$ cat config.mk
export PLATFORM = sky130hd
export DESIGN_NAME = alu_mdu_flat
export DESIGN_NICKNAME = d
export VERILOG_FILES = /design/src/rtl/alu_pkg.sv /design/src/rtl/alu_mdu_if.sv /design/src/rtl/mdu_iter.sv /design/src/rtl/alu_mdu.sv /design/src/flat_wrapper.sv
export SDC_FILE = /design/constraint.sdc
export NUM_CORES = 1
export LEC_CHECK = 0
export BUFFER_PORTS_ARGS = -buffer_cell sky130_fd_sc_hd__buf_2
export CORE_MARGIN = 10
export CORE_UTILIZATION = 57
export CTS_CLUSTER_DIAMETER = 60
export DETAILED_ROUTE_END_ITERATION = 10
export PLACE_DENSITY = 0.84
export SLEW_MARGIN = 40
export SYNTH_ARGS = -nofsm -noshare
export SYNTH_HDL_FRONTEND = slang
export SYNTH_SLANG_ARGS = --single-unit
$ cat constraint.sdc
create_clock -name clk -period 5.6 [get_ports clk]
set_input_delay 1.12 -clock clk [delete_from_list [all_inputs] [get_ports clk]]
set_output_delay 1.12 -clock clk [all_outputs]
set_load 0.01 [all_outputs]
$ cat src/rtl/alu_pkg.sv
// Shared definitions for the multi-cycle ALU/MDU: operation codes, FSM states
// and the counter-width helper.
package alu_pkg;

   localparam logic [3:0] OP_AND   = 4'b0000;
   localparam logic [3:0] OP_OR    = 4'b0001;
   localparam logic [3:0] OP_ADD   = 4'b0010;
   localparam logic [3:0] OP_NOR   = 4'b0011;
   localparam logic [3:0] OP_SUB   = 4'b0110;
   localparam logic [3:0] OP_SLT   = 4'b0111;
   localparam logic [3:0] OP_MULTU = 4'b1000;
   localparam logic [3:0] OP_DIVU  = 4'b1001;

   typedef enum logic [1:0] {
      IDLE = 2'd0,
      MUL  = 2'd1,
      DIV  = 2'd2,
      DONE = 2'd3
   } state_t;

   // Bits needed to count 0..n-1.
   function automatic int clog2(input int n);
      int r;
      r = 0;
      for (int i = 0; i < 32; i++) begin
         if ((1 << i) < n) r = i + 1;
      end
      return r;
   endfunction

endpackage

$ cat src/rtl/alu_mdu_if.sv
// Request/response bundle between the control unit (master) and the ALU/MDU (slave).
interface alu_mdu_if #(parameter int WIDTH = 32);

   // Handshake: start is sampled only while busy=0 and then captures ALUctr/busA/busB;
   // busy stays high from the next cycle through the done cycle; done pulses for one
   // cycle and busC/zero/overflow/hi/lo are valid from it and hold until the next done.
   logic             start;
   logic [3:0]       ALUctr;
   logic [WIDTH-1:0] busA;
   logic [WIDTH-1:0] busB;
   logic             busy;
   logic             done;
   logic [WIDTH-1:0] busC;
   logic             zero;
   logic             overflow;
   logic [WIDTH-1:0] hi;
   logic [WIDTH-1:0] lo;

   modport master (
      output start, ALUctr, busA, busB,
      input  busy, done, busC, zero, overflow, hi, lo
   );

   modport slave (
      input  start, ALUctr, busA, busB,
      output busy, done, busC, zero, overflow, hi, lo
   );

endinterface

$ cat src/rtl/mdu_iter.sv
// Iterative unsigned multiply (shift-add) / divide (restoring) engine sharing one
// 2*WIDTH accumulator; the parent FSM sequences it with load/step and watches last.
module mdu_iter
   import alu_pkg::*;
#(
   parameter int WIDTH = 32
) (
   input  logic             clk,
   input  logic             rst_n,
   input  logic             load,
   input  logic             step,
   input  logic             div_mode,
   input  logic [WIDTH-1:0] a,
   input  logic [WIDTH-1:0] b,
   output logic             last,
   output logic [WIDTH-1:0] next_hi,
   output logic [WIDTH-1:0] next_lo
);

   localparam int CW = clog2(WIDTH);

   logic [WIDTH-1:0] acc_hi;
   logic [WIDTH-1:0] acc_lo;
   logic [WIDTH-1:0] b_q;
   logic             mode_q;
   logic [CW-1:0]    cnt;

   logic [WIDTH:0]   mul_sum;
   logic [WIDTH:0]   div_top;
   logic [WIDTH+1:0] div_diff;
   logic             div_geq;

   assign last = (cnt == CW'(WIDTH - 1));

   // next_hi/next_lo are the accumulator after the current step, so the parent can
   // capture the final product/quotient on the same edge as the last iteration.
   always_comb begin
      mul_sum  = {1'b0, acc_hi} + (acc_lo[0] ? {1'b0, b_q} : '0);
      div_top  = {acc_hi, acc_lo[WIDTH-1]};
      div_diff = {1'b0, div_top} - {2'b00, b_q};
      // A non-negative trial remainder is always below b, so both top bits are clear.
      div_geq  = (div_diff[WIDTH+1:WIDTH] == 2'b00);
      if (mode_q) begin
         next_hi = div_geq ? div_diff[WIDTH-1:0] : div_top[WIDTH-1:0];
         next_lo = {acc_lo[WIDTH-2:0], div_geq};
      end else begin
         next_hi = mul_sum[WIDTH:1];
         next_lo = {mul_sum[0], acc_lo[WIDTH-1:1]};
      end
   end

   always_ff @(posedge clk) begin
      if (!rst_n) begin
         acc_hi <= '0;
         acc_lo <= '0;
         b_q    <= '0;
         mode_q <= 1'b0;
         cnt    <= '0;
      end else if (load) begin
         acc_hi <= '0;
         acc_lo <= a;
         b_q    <= b;
         mode_q <= div_mode;
         cnt    <= '0;
      end else if (step) begin
         acc_hi <= next_hi;
         acc_lo <= next_lo;
         cnt    <= cnt + CW'(1);
      end
   end

endmodule

$ cat src/rtl/alu_mdu.sv
// Multi-cycle ALU: single-cycle logic/arith/compare ops plus iterative MULTU/DIVU
// into HI/LO, behind a start/busy/done handshake.
module alu_mdu
   import alu_pkg::*;
#(
   parameter int WIDTH = 32
) (
   input  logic   clk,
   input  logic   rst_n,
   alu_mdu_if.slave bus,
   output state_t fsm_state
);

   state_t state;
   state_t next_state;
   logic   load;
   logic   step;
   logic   busy;
   logic   done;
   logic   last;

   logic [WIDTH-1:0] next_hi;
   logic [WIDTH-1:0] next_lo;
   logic [WIDTH-1:0] sum;
   logic [WIDTH-1:0] diff;
   logic [WIDTH-1:0] sc_res;
   logic             sc_ovf;

   logic [WIDTH-1:0] busc_q;
   logic             zero_q;
   logic             ovf_q;
   logic [WIDTH-1:0] hi_q;
   logic [WIDTH-1:0] lo_q;

   always_ff @(posedge clk) begin
      if (!rst_n) state <= IDLE;
      else        state <= next_state;
   end

   always_comb begin
      next_state = state;
      unique case (state)
         IDLE: begin
            if (bus.start) begin
               if (bus.ALUctr == OP_MULTU)     next_state = MUL;
               else if (bus.ALUctr == OP_DIVU) next_state = DIV;
               else                            next_state = DONE;
            end
         end
         MUL, DIV: if (last) next_state = DONE;
         DONE:     next_state = IDLE;
         default:  next_state = IDLE;
      endcase
   end

   always_comb begin
      load = (state == IDLE) && bus.start;
      step = (state == MUL) || (state == DIV);
      busy = (state != IDLE);
      done = (state == DONE);
   end

   mdu_iter #(.WIDTH(WIDTH)) u_iter (
      .clk      (clk),
      .rst_n    (rst_n),
      .load     (load),
      .step     (step),
      .div_mode (bus.ALUctr == OP_DIVU),
      .a        (bus.busA),
      .b        (bus.busB),
      .last     (last),
      .next_hi  (next_hi),
      .next_lo  (next_lo)
   );

   // Overflow: same-sign operands (ADD) or opposite-sign operands (SUB) whose result
   // sign differs from A.
   always_comb begin
      sum    = bus.busA + bus.busB;
      diff   = bus.busA - bus.busB;
      sc_res = '0;
      sc_ovf = 1'b0;
      case (bus.ALUctr)
         OP_AND: sc_res = bus.busA & bus.busB;
         OP_OR:  sc_res = bus.busA | bus.busB;
         OP_NOR: sc_res = ~(bus.busA | bus.busB);
         OP_ADD: begin
            sc_res = sum;
            sc_ovf = (bus.busA[WIDTH-1] == bus.busB[WIDTH-1]) &&
                     (sum[WIDTH-1] != bus.busA[WIDTH-1]);
         end
         OP_SUB: begin
            sc_res = diff;
            sc_ovf = (bus.busA[WIDTH-1] != bus.busB[WIDTH-1]) &&
                     (diff[WIDTH-1] != bus.busA[WIDTH-1]);
         end
         OP_SLT: sc_res = {{(WIDTH-1){1'b0}}, ($signed(bus.busA) < $signed(bus.busB))};
         default: begin
            sc_res = '0;
            sc_ovf = 1'b0;
         end
      endcase
   end

   // Result registers load on the edge that enters DONE, so they are valid in the
   // done cycle and hold otherwise.
   always_ff @(posedge clk) begin
      if (!rst_n) begin
         busc_q <= '0;
         zero_q <= 1'b0;
         ovf_q  <= 1'b0;
         hi_q   <= '0;
         lo_q   <= '0;
      end else if (load && next_state == DONE) begin
         busc_q <= sc_res;
         zero_q <= (sc_res == '0);
         ovf_q  <= sc_ovf;
      end else if (step && last) begin
         busc_q <= next_lo;
         zero_q <= (next_lo == '0);
         ovf_q  <= 1'b0;
         hi_q   <= next_hi;
         lo_q   <= next_lo;
      end
   end

   assign bus.busy     = busy;
   assign bus.done     = done;
   assign bus.busC     = busc_q;
   assign bus.zero     = zero_q;
   assign bus.overflow = ovf_q;
   assign bus.hi       = hi_q;
   assign bus.lo       = lo_q;
   assign fsm_state    = state;

endmodule

$ cat src/flat_wrapper.sv
// flat-port wrapper written by rule: the top's interface ports become plain ports
module alu_mdu_flat import alu_pkg::*;
#(
   parameter int WIDTH = 32
)
  (clk, rst_n, fsm_state, bus_start, bus_ALUctr, bus_busA, bus_busB, bus_busy, bus_done, bus_busC, bus_zero, bus_overflow, bus_hi, bus_lo);
  alu_mdu_if #(.WIDTH(WIDTH)) bus_i ();
  input  logic clk;
  input  logic rst_n;
  output state_t fsm_state;
  input wire logic [$bits(bus_i.start)-1:0] bus_start;
  input wire logic [$bits(bus_i.ALUctr)-1:0] bus_ALUctr;
  input wire logic [$bits(bus_i.busA)-1:0] bus_busA;
  input wire logic [$bits(bus_i.busB)-1:0] bus_busB;
  output wire logic [$bits(bus_i.busy)-1:0] bus_busy;
  output wire logic [$bits(bus_i.done)-1:0] bus_done;
  output wire logic [$bits(bus_i.busC)-1:0] bus_busC;
  output wire logic [$bits(bus_i.zero)-1:0] bus_zero;
  output wire logic [$bits(bus_i.overflow)-1:0] bus_overflow;
  output wire logic [$bits(bus_i.hi)-1:0] bus_hi;
  output wire logic [$bits(bus_i.lo)-1:0] bus_lo;
  assign bus_i.start = bus_start;
  assign bus_i.ALUctr = bus_ALUctr;
  assign bus_i.busA = bus_busA;
  assign bus_i.busB = bus_busB;
  assign bus_busy = bus_i.busy;
  assign bus_done = bus_i.done;
  assign bus_busC = bus_i.busC;
  assign bus_zero = bus_i.zero;
  assign bus_overflow = bus_i.overflow;
  assign bus_hi = bus_i.hi;
  assign bus_lo = bus_i.lo;
  alu_mdu #(.WIDTH(WIDTH)) u_core (.clk(clk), .rst_n(rst_n), .bus(bus_i), .fsm_state(fsm_state));
endmodule
# Word level (Yosys, flattened, before mapping)
# Cells that the tools add are included.
[totals] register_bits=229 in_bits=71 out_inout_bits=102
[classes] reduce_logical=17 order_cmp=1 bitwise=5 mux=19 n_eq_ne=16 n_addsub=5
[ops] op="two-way mux 32 bit" count=8
[ops] op="case mux 32 bit (6 select lines)" count=1
[ops] op="zero test 32 bit" count=2
[ops] op="subtractor 33 x 32 -> 34 bit" count=1
[ops] op="adder 32 x 32 -> 33 bit" count=1
[ops] op="adder 32 x 1 -> 32 bit, second input constant" count=1
[ops] op="adder 32 bit" count=1
[ops] op="bitwise AND 32 bit" count=1
[ops] op="== test 32 x 5 -> 1 bit, second input constant" count=1
[ops] op="less-than comparator 32 bit" count=1
[ops] op="NOT 32 bit" count=1
[ops] op="OR 32 bit" count=1
[ops] op="subtractor 32 bit" count=1
[ops] op="== test 4 x 2 -> 1 bit, second input constant" count=2
[ops] op="== test 4 x 3 -> 1 bit, second input constant" count=2
[ops] op="== test 4 bit, second input constant" count=2
[ops] op="== test 2 bit, second input constant" count=3
[ops] op="two-way mux 2 bit" count=3
[ops] op="case mux 2 bit (3 select lines)" count=1
[ops] op="nonzero test 2 bit" count=3
[ops] op="logical AND 1 bit" count=5
[ops] op="two-way mux 1 bit" count=5
[ops] op="== test 4 x 1 -> 1 bit, second input constant" count=1
[ops] op="zero test 2 bit" count=2
[ops] op="9 further kinds" count=13

# Logic depth before layout (Yosys ltp)
[logic_depth] word_depth=9 mapped_depth=16 depth_no_buf=15

# Hierarchy
# A second synthesis with hierarchy kept.
[unflattened] hier_cells=2607 hier_area_um2=19329.8
[by_module_without_submodules] mod="mdu_iter" cells_each=1261 n_inst=1 seq_area_each_um2=2582.5 area_each_um2=9864.5
[by_module_without_submodules] mod="alu_mdu" cells_each=1346 n_inst=1 seq_area_each_um2=2001.9 area_each_um2=9465.3

# Least setup slack after synthesis
# No wires, ideal clock.
[synth_timing] path_kind="input port to flip-flop" from="in bus_busB[6]" to="reg u_core.zero_q, in the netlist u_core.bus.zero" t_arrival_ns=4.293 path_slack_ns=1.223 setup_ns=0.084 path_stages=12 path_cell_list="inv_1 ha_1 or3_4 or4_4 a21oi_4 nor4_1 o31ai_2 a221oi_2 o41a_1 a32o_1 or4_4 o31ai_2"
[synth_via] elab_chain_cells=5 elab_cells_between_ends=9 classes_between="add/sub: 2; order compare: 1; mux: 2; bitwise: 3; reduce/logical: 1"
[synth_rtl] item="from (decl)" line_no="flat_wrapper.sv:14" rtl="input wire logic [$bits(bus_i.busB)-1:0] bus_busB;"
[synth_rtl] item="parallel branches: the longest is 2 deep, another holds subtractor 32 bit"
[synth_rtl] item="case mux 32 bit (6 select lines) (*)" line_no="alu_mdu.sv:83" rtl="case (bus.ALUctr)"
[synth_rtl] item="zero test 32 bit (*)" line_no="alu_mdu.sv:116" rtl="zero_q <= (sc_res == '0);"
[synth_rtl] item="two-way mux 1 bit (*)" line_no="alu_mdu.sv:114" rtl="end else if (load && next_state == DONE) begin"
[synth_rtl] item="to (signal assigned)" line_no="alu_mdu.sv:116"
[synth_rtl] item="to (signal assigned)" line_no="alu_mdu.sv:120" rtl="zero_q <= (next_lo == '0);"
[synth_rtl] item="to (decl)" line_no="alu_mdu.sv:30" rtl="logic zero_q;"
# Every way passes the cells marked *.
# A chain may end at the register's enable or synchronous reset.

# Final worst setup path
[layout_timing] from="reg u_core.u_iter.b_q[1]" to="reg u_core.u_iter.acc_hi[19]"
[layout_via] elab_chain_cells=4 elab_cells_between_ends=6 classes_between="add/sub: 2; mux: 3; reduce/logical: 1"
[layout_rtl] item="from (decl)" line_no="mdu_iter.sv:24" rtl="logic [WIDTH-1:0] b_q;"
[layout_rtl] item="from (signal assigned)" line_no="mdu_iter.sv:56" rtl="b_q <= '0;"
[layout_rtl] item="from (signal assigned)" line_no="mdu_iter.sv:62" rtl="b_q <= b;"
[layout_rtl] item="subtractor 33 x 32 -> 34 bit" line_no="mdu_iter.sv:40" rtl="div_diff = {1'b0, div_top} - {2'b00, b_q};"
[layout_rtl] item="zero test 2 bit" line_no="mdu_iter.sv:42" rtl="div_geq = (div_diff[WIDTH+1:WIDTH] == 2'b00);"
[layout_rtl] item="two-way mux 32 bit" line_no="mdu_iter.sv:44" rtl="next_hi = div_geq ? div_diff[WIDTH-1:0] : div_top[WIDTH-1:0];"
[layout_rtl] item="two-way mux 32 bit (*)" line_no="mdu_iter.sv:43" rtl="if (mode_q) begin"
[layout_rtl] item="to (signal assigned)" line_no="mdu_iter.sv:66" rtl="acc_hi <= next_hi;"
[layout_rtl] item="to (decl)" line_no="mdu_iter.sv:22" rtl="logic [WIDTH-1:0] acc_hi;"
# Mark *: on every way between the ends. The rest lies on a longest branch, timed or not.

==> summary.txt <==
Status
  – Status: complete, no violations

Logic synthesis
  – Syn. warnings: 0
  – Post-synth EDFFs: 0
  – Syn_area_per_cell: 7.31 um2
  – Asr flop ratio synth: 0
  – Main flop type after synthesis: dfxtp_1
  – Post-synthesis sequential area ratio: 0.242
  – Synthesized cell area: 19000 um2
  – Mapped Nets: 2837
  – Seq cells post-synth: 229
  – Synth unique cells: 87
  – Post-Synthesis Cells: 2595

Clock tree
  – Post-CTS Setup Bufs: 0
  – Worst-Skew Late Latency: 590 ps
  – CTS Buf Count: 29
  – TritonCTS clock tree: yes
  – H-tree levels: 1
  – Clk buf depth: 3
  – Clk slew on worst S/H paths: 60 ps
  – Hold_buf cts: 0
  – Num Clock Sinks: 229
  – PostCTS Resize Cnt: 0
  – CTS root buf: clkbuf_16

Drt
  – Final wirelength: 73000 um
  – Remaining DRCs: 0
  – Vias per cell: 6.50
  – Per-cell routed wire length: 23.1 um
  – Via count: 20600
  – Iteration-0 DRC count of the detailed router: 1852
  – TritonRoute pass-1 iters: 5
  – DRT antenna net count: 0

Setup path
  – Crit-path most repeated cell: a211oi_1
  – Worst EP required: 6030 ps
  – RR Startpoint: u_core.u_iter.b_q[1]
  – Crit Path Class: register to register
  – Flop2flop setup slack: 850 ps
  – Critical path, cell by cell: inv_1 -> ha_1 -> nor2b_1 -> o2111ai_1 -> a31oi_1 -> a311oi_1 -> o21ai_1 -> a211oi_1 -> a21oi_1 -> o311a_2 -> buf_4 -> mux2_1 -> mux2i_1 -> a211oi_1
  – Worst setup EP type: register
  – Worst Reg-to-Reg Cells: 14
  – Critical Path Start Type: register
  – Critical R2R Capture: u_core.u_iter.acc_hi[19]
  – CP Data Arrival Time: 5190 ps
  – CP max FO: 27
  – Max incr delay on CP: 690 ps
  – CP max stage cell: a311oi_1

Timing
  – Min Tclk post-route: 4750 ps
  – Final hold vios: 0
  – Setup TNS: 0 ps
  – RSZ-0062 raised after global routing: false
  – Fin. max-slew vios: 0
  – Final setup fails: 0
  – Max_slew headroom: 0.377
  – Fmax: 210 MHz
  – Worst Tran Pin Value: 908 ps
  – Clock skew: 15.1 ps
  – Post-route clock period utilization: 0.849

Placed design
  – GPL Wtd Cong: 1.00
  – Post-DP HPWL: 55600 um
  – Port Buffers: 172

Power and ir drop
  – Peak VDD IR: 238 uV
  – Leakage: 9.21 nW
  – Power consumption: 5.89 mW
  – Power per cell area: 276 nW/um2

Floorplanning
  – CORE AREA: 32700 um2
  – Rows: 66
  – Initial core utilization: 0.580
  – DIE HEIGHT: 202 um
  – Die W: 202 um
  – IO Pins: 173
  – Die area: 41000 um2

Layout
  – Share of layout cells above drive strength 1: 0.116
  – Nets: 2939
  – Fillers: 2858
  – Area delta synth->final: 12.4%
  – N_diodes: 0

GRT
  – Initial antenna violation count: 4
  – First-pass GRT wire length: 111000 um
  – Largest net degree at the start of global routing: 89
  – Vias in the first global route: 19400
  – Gr ovfl total: 0
  – GRT Total Usage: 0.337

Min path
  – Worst Hold Depth: 2
  – HP Start: u_core.bus.hi[29]
  – Hold Crit Class: register to register
  – Hold Path Sink: u_core.bus.hi[29]

Flow run
  – Number of max-cap violations: 0
[layer usage]
layer	up-vias	GRT usage	routed length [um]
met4	6	0.190	4450
li1	9521	-	-
met3	232	0.0561	6290
met2	1100	0.551	33300
met5	-	0	41
met1	9692	0.413	28900
[per-stage QoR]
stage / setup WS, ps / cells / instance area (um2) / hold slack (ps) / util
3_3_place_gp: 640 / 3106 / 20200 / 441 / 0.619
5_1_grt: 764 / 3161 / 21300 / 473 / 0.652
4_1_cts: 965 / 3159 / 21300 / 459 / 0.650
3_5_place_dp: 592 / 3106 / 20200 / 450 / 0.619
6_report: 847 / 3161 / 21300 / 457 / 0.652
2_1_floorplan: 1220 / 2595 / 19000 / 445 / -
[placed cells by master, fill, tap and decap left out, drive strengths merged, types with 11 or more instances in the layout]
cell type and count:
a211o 19, o32ai 11, o211ai 21, a211oi 122, or2 14, nor2b 31, nor3 31, nor2 341
and3 26, or3 13, o21ai 132, o21bai 12, a21oi 255, mux2i 50, inv 160, o221ai 14
nor4 24, dfxtp 229, o22ai 18, o31ai 23, mux2 17, xor2 45, nand2b 30, clkbuf 38
nand4 26, and2 42, a31oi 36, nand3 62, ha 167, xnor2 42, nand2 234, buf 225
o21a 21, a21o 48
[cell usage after synthesis, types with 10 or more instances]
master / count / area, um2
o31ai_1: 21 / 158
nor2_1: 341 / 1280
xor2_1: 45 / 394
o32ai_1: 11 / 96.3
nand4_1: 26 / 163
a22oi_1: 10 / 75.1
or3_1: 12 / 75.1
xnor2_1: 42 / 368
nand3_1: 62 / 310
o21bai_1: 12 / 90.1
a211oi_1: 122 / 916
a211o_1: 19 / 166
buf_1: 17 / 63.8
nor3_1: 30 / 150
o21ai_0: 109 / 546
ha_1: 167 / 2090
o211ai_1: 20 / 150
nor2b_1: 31 / 194
nand2b_1: 30 / 188
inv_1: 150 / 563
and3_1: 26 / 163
and2_1: 42 / 263
o221ai_1: 14 / 123
mux2i_1: 50 / 500
nor4_1: 24 / 150
a21o_1: 48 / 360
dfxtp_1: 229 / 4580
o2111ai_1: 10 / 87.6
o21a_1: 21 / 158
clkbuf_1: 134 / 503
a31oi_1: 36 / 225
o22ai_1: 18 / 113
mux2_1: 16 / 180
a21oi_1: 254 / 1270
nand2_1: 234 / 878
o21ai_1: 23 / 115
or2_2: 10 / 62.6
[critical path, delay by kind of cell (launching register included)]
family                     cells  cell delay, ps
and+or+nand+nor                1             140
adders and majority gates      1             260
DFF                            1             410
muxes                          2             750
buffers and inverters          2             330
AOI/OAI and AO/OA              8            2700
[report_power, final]
part	internal (mW)	leakage (nW)	switching, mW
clock	1.18	0.513	0.804
combinational	0.751	6.84	1.33
sequential	1.72	1.86	0.106
[kinds of logic (layout without fill, tap and decap cells)]
group / count (synthesis) / in the layout / share of synthesized area
flip-flops: 229 / 229 / 0.242
buffers and inverters: 309 / 433 / 0.0613
adder cells (fa/ha/maj): 171 / 171 / 0.114
AO/OA/AOI/OAI: 840 / 840 / 0.291
multiplexers: 67 / 67 / 0.0365
AND/OR/NAND/NOR: 892 / 892 / 0.215
XOR/XNOR: 87 / 87 / 0.0402
[worst max-delay path by stage]
stage,start,to,slack [ps],cells after the start
floorplan,bus_busB[6],u_core.bus.zero,1220,12
global placement,bus_busB[2],u_core.bus.zero,640,15
detailed placement,bus_busB[2],u_core.bus.zero,590,15
CTS,u_core.u_iter.b_q[1],u_core.u_iter.acc_hi[19],960,14
global route,u_core.u_iter.b_q[1],u_core.bus.hi[9],760,14
finish,u_core.u_iter.b_q[1],u_core.u_iter.acc_hi[19],850,14
[cell type report]
type,count,area (um2),area share
multi-input cells,2057,13300,0.622
flip-flops and latches,229,4590,0.215
repair buffers,225,1310,0.0613
clock buffers,38,851,0.0399
inverters,155,584,0.0274
well taps,442,553,0.0259
clock inverters,15,168,0.00786
[flip-flops by register name (all words and copies together) (netlist names)]
name	cells
u_core.u_iter.acc_lo	32
u_core.u_iter.mode_q	1
u_core.u_iter.acc_hi	32
u_core.bus.overflow	1
u_core.u_iter.b_q	32
u_core.fsm_state	2
u_core.bus.lo	32
u_core.bus.zero	1
u_core.bus.hi	32
u_core.bus.busC	32
u_core.u_iter.cnt	32
No activity file was read; power rests on OpenSTA's default activity.
